$ cat config.mk
export PLATFORM = sky130hd
export DESIGN_NAME = wc_pad_serdes
export DESIGN_NICKNAME = d
export VERILOG_FILES = /design/src/rtl/wc_pad_serdes.sv
export SDC_FILE = /design/constraint.sdc
export NUM_CORES = 1
export LEC_CHECK = 0
export ABC_AREA = 1
export CAP_MARGIN = 5
export CELL_PAD_IN_SITES_DETAIL_PLACEMENT = 1
export CELL_PAD_IN_SITES_GLOBAL_PLACEMENT = 1
export CORE_MARGIN = 2
export CORE_UTILIZATION = 35
export DETAILED_ROUTE_END_ITERATION = 16
export PLACE_DENSITY_LB_ADDON = 0.08
export SYNTH_ARGS = -nofsm -noshare
export SYNTH_HDL_FRONTEND = slang
export SYNTH_SLANG_ARGS = --single-unit
$ cat constraint.sdc
create_clock -name clk -period 3.4 [get_ports clk]
set_input_delay 0.68 -clock clk [delete_from_list [all_inputs] [get_ports clk]]
set_output_delay 0.68 -clock clk [all_outputs]
set_load 0.02 [all_outputs]
$ cat src/rtl/wc_pad_serdes.sv
`default_nettype none
// +----------------------------------------------------------------------------+
// | Module   : wc_pad_serdes                                                     |
// | Function : lane-narrow pad serializer/deserializer around a Winograd core    |
// | Revision : 1.0 - initial release                                             |
// +----------------------------------------------------------------------------+
module wc_pad_serdes #(
  parameter int DW       = 10,
  parameter int NIN      = 9,
  parameter int NOUT     = 5,
  parameter int LANES    = 3,
  parameter int CORE_LAT = 2
) (
  input  logic                 clk,
  input  logic                 rst,
  input  logic                 in_valid,
  output logic                 in_ready,
  input  logic [DW*LANES-1:0]  in_data,
  output logic                 out_valid,
  input  logic                 out_ready,
  output logic [DW*LANES-1:0]  out_data,
  output logic [DW*NIN-1:0]    core_D,
  input  logic [DW*NOUT-1:0]   core_Z,
  output logic                 busy
);

  localparam int c_IB  = (NIN + LANES - 1) / LANES;
  localparam int c_OB  = (NOUT + LANES - 1) / LANES;
  localparam int c_IBW = $clog2(c_IB + 1);
  localparam int c_OBW = $clog2(c_OB + 1);
  localparam int c_LW  = $clog2(CORE_LAT + 1);

  localparam logic [c_IBW-1:0] c_IB_LAST = c_IBW'(c_IB - 1);
  localparam logic [c_OBW-1:0] c_OB_LAST = c_OBW'(c_OB - 1);
  localparam logic [c_LW-1:0]  c_LAT     = c_LW'(CORE_LAT);
  localparam logic [c_LW-1:0]  c_LAT_ONE = c_LW'(1);

  localparam logic [1:0] c_LOAD   = 2'd0;
  localparam logic [1:0] c_WAIT   = 2'd1;
  localparam logic [1:0] c_UNLOAD = 2'd2;

  logic [1:0]       r_state;
  logic [1:0]       w_next;
  logic [c_IBW-1:0] r_in_beat;
  logic [c_OBW-1:0] r_out_beat;
  logic [c_LW-1:0]  r_lat;
  logic [DW-1:0]    r_stage [NIN];
  logic [DW-1:0]    r_core  [NIN];
  logic [DW-1:0]    r_obuf  [NOUT];

  logic w_in_fire;
  logic w_out_fire;
  logic w_in_last;
  logic w_out_last;
  logic w_lat_done;

  assign w_in_fire  = in_valid & in_ready;
  assign w_out_fire = out_valid & out_ready;
  assign w_in_last  = (r_in_beat == c_IB_LAST);
  assign w_out_last = (r_out_beat == c_OB_LAST);
  assign w_lat_done = (r_lat == c_LAT_ONE);

  always_ff @(posedge clk or negedge rst) begin
    if (!rst) r_state <= c_LOAD;
    else      r_state <= w_next;
  end

  always_comb begin
    w_next = r_state;
    case (r_state)
      c_LOAD:   if (w_in_fire && w_in_last)   w_next = c_WAIT;
      c_WAIT:   if (w_lat_done)               w_next = c_UNLOAD;
      c_UNLOAD: if (w_out_fire && w_out_last) w_next = c_LOAD;
      default:                                w_next = c_LOAD;
    endcase
  end

  // in_ready is qualified by rst so it stays low while reset is held
  always_comb begin
    in_ready  = 1'b0;
    out_valid = 1'b0;
    busy      = 1'b0;
    case (r_state)
      c_LOAD:   in_ready = rst;
      c_WAIT:   busy     = 1'b1;
      c_UNLOAD: begin
        busy      = 1'b1;
        out_valid = 1'b1;
      end
      default: ;
    endcase
  end

  always_comb begin
    out_data = '0;
    if (r_state == c_UNLOAD) begin
      for (int l = 0; l < LANES; l++) begin
        for (int w = 0; w < NOUT; w++) begin
          if (w == int'(r_out_beat) * LANES + l) out_data[l*DW +: DW] = r_obuf[w];
        end
      end
    end
  end

  // Early beats land in r_stage; the core operand only moves on the last beat
  always_ff @(posedge clk or negedge rst) begin
    if (!rst) begin
      r_in_beat <= '0;
      for (int i = 0; i < NIN; i++) begin
        r_stage[i] <= '0;
        r_core[i]  <= '0;
      end
    end else if (w_in_fire) begin
      if (w_in_last) begin
        r_in_beat <= '0;
        for (int i = 0; i < NIN; i++) begin
          if (i / LANES == c_IB - 1) r_core[i] <= in_data[(i % LANES)*DW +: DW];
          else                       r_core[i] <= r_stage[i];
        end
      end else begin
        r_in_beat <= r_in_beat + 1'b1;
        for (int i = 0; i < NIN; i++) begin
          if (i / LANES == int'(r_in_beat)) r_stage[i] <= in_data[(i % LANES)*DW +: DW];
        end
      end
    end
  end

  always_ff @(posedge clk or negedge rst) begin
    if (!rst) begin
      r_lat <= '0;
      for (int w = 0; w < NOUT; w++) r_obuf[w] <= '0;
    end else if (r_state == c_LOAD) begin
      if (w_in_fire && w_in_last) r_lat <= c_LAT;
    end else if (r_state == c_WAIT) begin
      if (w_lat_done) begin
        r_lat <= '0;
        for (int w = 0; w < NOUT; w++) r_obuf[w] <= core_Z[w*DW +: DW];
      end else begin
        r_lat <= r_lat - 1'b1;
      end
    end
  end

  always_ff @(posedge clk or negedge rst) begin
    if (!rst)            r_out_beat <= '0;
    else if (w_out_fire) r_out_beat <= w_out_last ? '0 : r_out_beat + 1'b1;
  end

  for (genvar gi = 0; gi < NIN; gi++) begin : g_core_d
    assign core_D[gi*DW +: DW] = r_core[gi];
  end

endmodule
`default_nettype wire

==> impl_metrics.tcl, run 1 <==
set metrics [dict create \
    syn_area_um2 9249 \
    ys_ff_latch 208 \
    die_area_um2 27740 \
    cpMostUsedCell "buf_4" \
    ir_drop_mv 0.5544 \
    clock_latency_ns 0.51 \
    syn-instance-count 955 \
    design.core.area_um2 25980 \
    ys_warn_count 0 \
    chipWidth_um 166.6 \
    cts_buffers 24 \
    drcViolationCount 0 \
    outcome "finished clean" \
    drt-total-wl_um 28030 \
    powerDensity_nw_per_um2 935.5 \
    cts_max_level 1 \
    fin_crit_ns 3.229 \
    fill_cells 2907 \
    switching_power_mw 4.342 \
    fp-row-count 59 \
    holdWs_ns 0.4805 \
    fin_crit_sh_pct 94.98 \
    initial_core_util_pct 35.59 \
    min_path_type "flip-flop to flip-flop" \
    drv_slew 0 \
    setup.worst_path.end_class "output port" \
    dp_hpwl_um 20000 \
    p_leak_nw 5.818 \
    seq_power_share_pct 37.4 \
    slowest_delay_ns 0.44 \
    synthDistinctLibCells 24 \
    nets 1257 \
    wl_per_cell_um 18.52 \
    final_core_utilization_pct 48.17 \
    postCtsSetupBuffers 0 \
    crit_arrival_ns 2.55 \
    finClkSkew_ns 0.009568 \
    dieHeight_um 166.6 \
    cap_violations 0 \
    grt_overflow 0 \
    grt_pass1_wl_um 44950 \
    dr.pass1.iters 5 \
    multi_input_area_um2 3407 \
    mostFrequentLayoutCells "dfrtp_1 (208), clkdlybuf4s50_1 (175), o21ai_0 (114), nand2_1 (111), a21oi_1 (102)" \
    antenna_found_initial 1 \
    cts_max_path_buffers 3 \
    viasPerCell 4.978 \
    clkPwrFrac_pct 23.2 \
    ioPinCount 207 \
    syn_avg_cell_area_um2 9.685 \
    antenna_left 0 \
    crit_type "flip-flop to output port" \
    cp_slowest_cell "dfrtp_1" \
    grt_max_degree 150 \
    synth-seq-area-share_pct 56.28 \
    drive_above_1_share_pct 13.08 \
    slew_headroom_pct 44.54 \
    critPathRequiredTime_ns 2.72 \
    path_clk_slew_ns 0.06 \
    drt_iter0_drc 464 \
    setup_viol 0 \
    p_comb_share_pct 39.4 \
    seq_area_um2 5205 \
    syn_nets 1053 \
    timing.fmax_mhz 309.7 \
    grt_pass1_vias 7836 \
    worstSetupStartpointType "flip-flop" \
    p_int_mw 7.367 \
    worstPathMaxFanout 20 \
    dr_total_vias 7532 \
    worstMarginPinSlew_ns 0.8319 \
    ctsRootBufferMaster "clkbuf_16" \
    switching_share_pct 37.08 \
    path_cells "inv_2, ha_1, buf_4, nand3_1, buf_4, o21ai_0, inv_1, a21oi_1, clkdlybuf4s15_1" \
    numClockSinks 208 \
    mostFrequentLayoutCell "dfrtp_1" \
    areaGrowthSynthToFinish_pct 35.32 \
    hold_viol_final 0 \
    track_usage_pct 20.41 \
    cts_tree "yes" \
    place.gp.congestion 0.8259 \
    io_buffers 206 \
]
synthesized netlist by cell type:
library cell | instances | area share (%)
dfrtp_1 | 208 | 56
o21ai_0 | 114 | 6.2
nand2_1 | 113 | 4.6
a21oi_1 | 102 | 5.5
inv_1 | 94 | 3.8
nor2_1 | 85 | 3.4
nand3_1 | 64 | 3.5
mux2_2 | 60 | 7.3
clkbuf_1 | 27 | 1.1
mux2_1 | 20 | 2.4
buf_2 | 15 | 0.81
ha_1 | 14 | 1.9
a221oi_1 | 10 | 0.95
buf_4 | 10 | 0.81
inv_2 | 4 | 0.16
buf_6 | 3 | 0.37
clkinv_1 | 3 | 0.12
nand3_2 | 2 | 0.22
nor2_2 | 2 | 0.14
a21boi_0 | 1 | 0.081
nor2_4 | 1 | 0.12
o211ai_1 | 1 | 0.081
o21ai_1 | 1 | 0.054
o21bai_1 | 1 | 0.081
area by class of cell:
cell class | instances | area share (%)
clock inverters | 14 | 1.380
multi-input cells | 591 | 27.22
flip-flops and latches | 208 | 41.59
clock buffers | 30 | 5.308
diodes | 1 | 0.01999
inverters | 101 | 3.079
repair buffers | 233 | 18.05
well taps | 335 | 3.349
stage by stage:
step / power, mW / cells / setup TNS [ns] / setup WS [ns] / cell area [um2]
5_1_grt: 12.54 / 1513 / -0.002351 / -0.002351 / 12520
6_report: 11.71 / 1513 / 0 / 0.1707 / 12520
2_1_floorplan: 6.848 / 955 / 0 / 0.9426 / 9249
3_5_place_dp: 9.043 / 1467 / 0 / 0.1143 / 11700
3_3_place_gp: 8.922 / 1467 / 0 / 0.2009 / 11700
4_1_cts: 11.85 / 1512 / 0 / 0.007050 / 12530
path summary, 6_finish.rpt:
path / from / to / slack [ns] / cells past startpoint
max: r_out_beat[1] / out_data[27] / 0.17 / 9
min: r_stage[80] / r_stage[80] / 0.48 / 2
max reg2reg: r_state[0] / core_D[12] / 1.18 / 6
min reg2reg: r_stage[80] / r_stage[80] / 0.48 / 2
max in group asynchronous: rst / core_D[4] / 1.19 / 4
min in group asynchronous: rst / r_stage[60] / 0.61 / 2
cells by family after synthesis:
kind of cell	after synthesis	share of synthesized area, %
simple gates	267	11.97
flops	208	56.28
compound gates	230	12.93
fa+ha+maj	14	1.894
buf+inv	156	7.183
mux	80	9.740
sequential cells by signal, indices dropped and copies added, names as in the netlist:
register and flops:
r_stage 60, r_obuf 50, r_in_beat 2, r_state 2, r_lat 2, core_D 90, r_out_beat 2
routing by layer:
metal  track usage, %  wire length (um)  vias to the layer above
met1            26.15             11970                     3702
met4            6.934               906                        0
met3            4.468              1663                       52
met2            34.32             13490                      210
met5                0                 0                        -
li1                 -                 -                     3568
worst max-delay path: cells and delay by family (launching register included):
kind,cells,cell delay (ns)
buffers and inverters,5,1.01
flip-flops,1,0.44
adder cells (fa/ha/maj),1,0.19
AO/OA/AOI/OAI,2,0.28
AND/OR/NAND/NOR,1,0.10
power groups by stage:
stage,sequential [mW],combinational [mW],clock [mW]
after detailed placement,4.41,4.63,0
after global placement,4.37,4.55,0
after floorplan,4.81,2.04,0
after CTS,4.39,4.66,2.80
final,4.38,4.61,2.72
after global routing,4.55,5.10,2.89
repair_timing:
item / in CTS / in global routing
endpoints found under the setup margin: 30 / 21
hold endpoints to repair: 14 / 0
hold buffers: 1 / 0
resized for setup: 39 / 22
No activity file was read; power rests on OpenSTA's default activity.
==> run 2, diff against run 1 <==
Settings changed: CORE_MARGIN 2 to not set.
==> run 2 against run 1 <==
Sequential power about the same. Flip-flop and latch count did not move. Design area is 0.13% lower. Register-to-register slack improved by 0.06 ns. First-iteration DRC count decreased by 3.2%. Die area fell by 2.4%. Critical path type unchanged. Highest routed layer unchanged.
==> impl_metrics.tcl, run 2 (same netlist as run 1, synthesis figures left out) <==
set metrics [dict create \
    powerDensity_nw_per_um2 940.2 \
    cts_buffers 25 \
    place.gp.congestion 0.8474 \
    dieHeight_um 164.6 \
    wl_per_cell_um 18.81 \
    chipWidth_um 164.6 \
    timing.fmax_mhz 302.4 \
    worstMarginPinSlew_ns 0.7982 \
    p_int_mw 7.362 \
    finClkSkew_ns 0.01145 \
    fin_crit_ns 3.307 \
    drt-total-wl_um 28360 \
    dr_total_vias 7424 \
    worstPathMaxFanout 13 \
    p_leak_nw 5.918 \
    min_path_type "input port to asynchronous set/reset pin" \
    numClockSinks 208 \
    seq_power_share_pct 37.3 \
    crit_arrival_ns 2.63 \
    grt_pass1_wl_um 44690 \
    areaGrowthSynthToFinish_pct 35.15 \
    initial_core_util_pct 35.59 \
    dp_hpwl_um 19450 \
    drt_iter0_drc 449 \
    fp-row-count 59 \
    drv_slew 0 \
    grt_max_degree 114 \
    fill_cells 2922 \
    switching_power_mw 4.390 \
    critPathRequiredTime_ns 2.72 \
    largest_reg_flops 90 \
    clkPwrFrac_pct 23.2 \
    design.core.area_um2 25980 \
    drive_above_1_share_pct 13.23 \
    fin_cells 1508 \
    slew_headroom_pct 46.79 \
    dp_cells 1462 \
    cts_tree "yes" \
    clock_latency_ns 0.52 \
    worstSetupStartpointType "flip-flop" \
    setup_viol 0 \
    antenna_left 0 \
    grt_pass1_vias 7784 \
    dr.pass1.iters 5 \
    path_clk_slew_ns 0.06 \
    grt_overflow 0 \
    track_usage_pct 21.25 \
    hold_viol_final 0 \
    nets 1253 \
    fin_crit_sh_pct 97.25 \
    antenna_found_initial 1 \
    mostFrequentLayoutCell "dfrtp_1" \
    postCtsSetupBuffers 0 \
    outcome "finished clean" \
    cts_max_path_buffers 3 \
    p_comb_share_pct 39.5 \
    viasPerCell 4.923 \
    setup.worst_path.end_class "output port" \
    holdWs_ns 0.04465 \
    io_buffers 206 \
    switching_share_pct 37.35 \
    ctsRootBufferMaster "clkbuf_16" \
    die_area_um2 27080 \
    crit_type "flip-flop to output port" \
    mostFrequentLayoutCells "dfrtp_1 (207), clkdlybuf4s50_1 (175), o21ai_0 (114), nand2_1 (111), a21oi_1 (102)" \
    ioPinCount 207 \
    cap_violations 0 \
    drcViolationCount 0 \
    cts_max_level 1 \
    ir_drop_mv 0.4523 \
    rsz0062_at_grt "true" \
]
==> run 2: cell count changes in the layout (fill, tap and decap cells not counted), moves of 3 or more <==
cell,previous run,this run
buf_2,0,4
clkinv_2,10,3
dlymetal6s2s_1,0,11
dlygate4sd2_1,19,3
buf_4,22,15
clkbuf_2,8,11
clkbuf_1,3,8
==> run 2: power groups by stage <==
| stage | clock [mW] | combinational, mW | sequential (mW) |
|---|---|---|---|
| after floorplan | 0 | 2.04 | 4.81 |
| after global placement | 0 | 4.56 | 4.39 |
| after detailed placement | 0 | 4.64 | 4.41 |
| after CTS | 2.80 | 4.67 | 4.40 |
| after global routing | 2.89 | 5.10 | 4.54 |
| final | 2.72 | 4.64 | 4.39 |
==> run 2: through the flow <==
stage	total power, mW	worst slack (ns)	setup TNS, ns	utilization (%)	instance area (um2)
2_1_floorplan	6.848	0.9426	0	-	9249
3_3_place_gp	8.948	0.1830	0	44.87	11660
3_5_place_dp	9.049	0.07171	0	44.87	11660
4_1_cts	11.88	-0.2341	-0.3677	48.12	12500
5_1_grt	12.52	-0.07229	-0.1255	48.10	12500
6_report	11.75	0.09340	0	48.10	12500
==> run 2: final timing paths <==
kind,start,endpoint,slack [ns],depth (start not counted)
worst min-delay path,rst,core_D[81],0.04,1
worst max-delay path,r_out_beat[0],out_data[10],0.09,8
worst max register to register,r_state[1],r_stage[37],1.24,8
max in group asynchronous,rst,r_stage[70],2.26,2
min in group clk,r_stage[40],r_stage[40],0.48,2
worst min register to register,r_stage[40],r_stage[40],0.48,2
==> run 2: critical path, stage by stage, from the launching register on <==
cell           delay, ns
dfrtp_2             0.45
inv_2               0.15
ha_2                0.26
nand3_1             0.12
nand3_2             0.21
buf_4               0.26
nand3_1             0.17
a21oi_1             0.16
dlygate4sd2_1       0.34
==> run 2: routing by layer <==
layer	part of all wire (%)	track usage, %
met3	5.4	4.043
met4	1.7	5.004
met2	49	35.52
met1	44	28.39
met5	0	0
==> run 2: area by class of cell <==
type | count | area [um2] | area share (%)
clock buffer | 37 | 710.7 | 5.686
multi-input combinational | 591 | 3412 | 27.30
inverter | 101 | 385.4 | 3.083
clock inverter | 7 | 120.1 | 0.9610
timing repair buffer | 228 | 2243 | 17.95
antenna | 1 | 2.502 | 0.02002
tap | 335 | 419.2 | 3.353
sequential | 208 | 5206 | 41.65
==> run 2: repair_timing <==
action,4_1_cts,5_1_grt
resized for setup,38,43
hold buffers,0,0
gates cloned,0,1
endpoints found under the setup margin,30,30
==> run 3, diff against run 2 <==
Settings changed: CAP_MARGIN 5 to not set, SKIP_CTS_REPAIR_TIMING set to 1.
Clock period 3.4 ns to 3.8 ns, I/O delays scaled along.
==> run 3 against run 2 <==
Worst hold slack improved by 0.035 ns. Core utilization is 0.13 points higher. Wire length shrank 1.6%. First-iteration DRC count fell by 10%.
==> impl_metrics.tcl, run 3 (same netlist as run 1, synthesis figures left out) <==
set metrics [dict create \
    outcome "finished clean" \
    cts_tree "yes" \
    crit_arrival_ns 2.87 \
    path_clk_slew_ns 0.06 \
    finalPower_mw 10.41 \
    crit_type "flip-flop to output port" \
    reg2reg_to "r_stage[59]" \
    ctsRootBufferMaster "clkbuf_16" \
    mostFrequentLayoutCell "dfrtp_1" \
    numClockSinks 208 \
    r2r-start "r_state[1]" \
    antenna_left 0 \
    hold_viol_final 0 \
    dp_hpwl_um 19790 \
    powerDensity_nw_per_um2 831.0 \
    nets 1249 \
    drive_above_1_share_pct 11.68 \
    wl_per_cell_um 18.61 \
    worstSetupStartpointType "flip-flop" \
    fin_crit_sh_pct 95.54 \
    chipWidth_um 164.6 \
    fin_crit_ns 3.630 \
    dpl_worst_slack_ns 0.2159 \
    critPathRequiredTime_ns 3.04 \
    antenna_found_initial 0 \
    track_usage_pct 20.88 \
    cts_buffers 24 \
    viasPerCell 4.957 \
    areaGrowthSynthToFinish_pct 35.51 \
    worstPathMaxFanout 11 \
    grt_overflow 0 \
    cts_max_level 1 \
    initial_core_util_pct 35.59 \
    drt_iter0_drc 404 \
    fin_cells 1500 \
    finClkSkew_ns 0.007862 \
    p_leak_nw 5.914 \
    slew_headroom_pct 33.30 \
    drcViolationCount 0 \
    dp_cells 1460 \
    drt-total-wl_um 27920 \
    place.gp.congestion 0.9112 \
    timing.fmax_mhz 275.5 \
    setup.worst_path.end_class "output port" \
    fp-row-count 59 \
    final_core_utilization_pct 48.23 \
    fin_ws_ns 0.1696 \
    setup_viol 0 \
    grt_pass1_wl_um 43910 \
    grt_pass1_vias 7826 \
    r2r_setup_slack_ns 1.34 \
    cap_violations 0 \
    min_path_type "input port to asynchronous set/reset pin" \
    dr_total_vias 7436 \
    clock_latency_ns 0.50 \
    dieHeight_um 164.6 \
    rsz0062_at_grt "false" \
    largest_reg_flops 90 \
    design.core.area_um2 25980 \
    r2r_cells 7 \
    ioPinCount 207 \
    io_buffers 206 \
    dr.pass1.iters 4 \
    worstMarginPinSlew_ns 1.000 \
    mostFrequentLayoutCells "dfrtp_1 (207), clkdlybuf4s50_1 (190), o21ai_0 (113), nand2_1 (110), a21oi_1 (102)" \
    cts_max_path_buffers 3 \
    die_area_um2 27080 \
    grt_max_degree 121 \
    drv_slew 0 \
    ir_drop_mv 0.3894 \
]
## run 3: cell types whose count changed in the layout (fill, tap and decap cells not counted), sizes merged
cell and change:
inv -3, dlygate4sd2 -3, clkdlybuf4s50 +15, clkinv -1, clkdlybuf4s15 -2, buf -6
clkbuf -13, clkinvlp +1, dlymetal6s2s +4
## run 3: critical path, cell delays in order (launching register included)
cell	delay [ns]
dfrtp_2	0.45
inv_2	0.15
ha_2	0.25
nand3_1	0.19
nand2_4	0.21
inv_2	0.14
nand2_1	0.09
nand3_1	0.08
a21oi_1	0.19
clkdlybuf4s50_1	0.63
## run 3: worst max path at each step
stage                        from      endpoint  cells after the start
floorplan           r_out_beat[0]  out_data[24]                      8
global placement    r_out_beat[0]  out_data[21]                      7
detailed placement  r_out_beat[1]  out_data[16]                      9
CTS                 r_out_beat[1]  out_data[16]                      9
global route        r_out_beat[1]  out_data[10]                      9
finish              r_out_beat[0]  out_data[19]                      9
## run 3: cell type report
cell class | count | area [um2]
clock inverters | 4 | 98.84
clock buffers | 35 | 713.2
repair buffers | 225 | 2263
fillers | 2961 | 13450
inverters | 101 | 384.1
diodes | 1 | 2.502
well taps | 335 | 419.2
multi-input cells | 591 | 3446
flip-flops and latches | 208 | 5206
## run 3: layer usage
layer | vias up | track usage [%] | share of wire (%)
li1 | 3538 | - | -
met1 | 3677 | 27.10 | 43
met2 | 186 | 35.26 | 49
met3 | 35 | 4.345 | 5.9
met4 | 0 | 5.588 | 2.1
met5 | - | 0 | 0
## run 3: where the power goes
group	switching [mW]	internal (mW)	total, mW
registers	0.645	3.27	3.91
clock network	0.872	1.49	2.36
logic	2.32	1.82	4.14
## run 3: through the flow
step           hold slack (ns)  instance area (um2)  TNS (ns)
6_report               0.07998                12530         0
5_1_grt                0.06826                12530         0
3_3_place_gp            0.4620                11610         0
4_1_cts                0.06706                12420    -5.460
2_1_floorplan           0.4476                 9249         0
3_5_place_dp            0.4697                11610         0
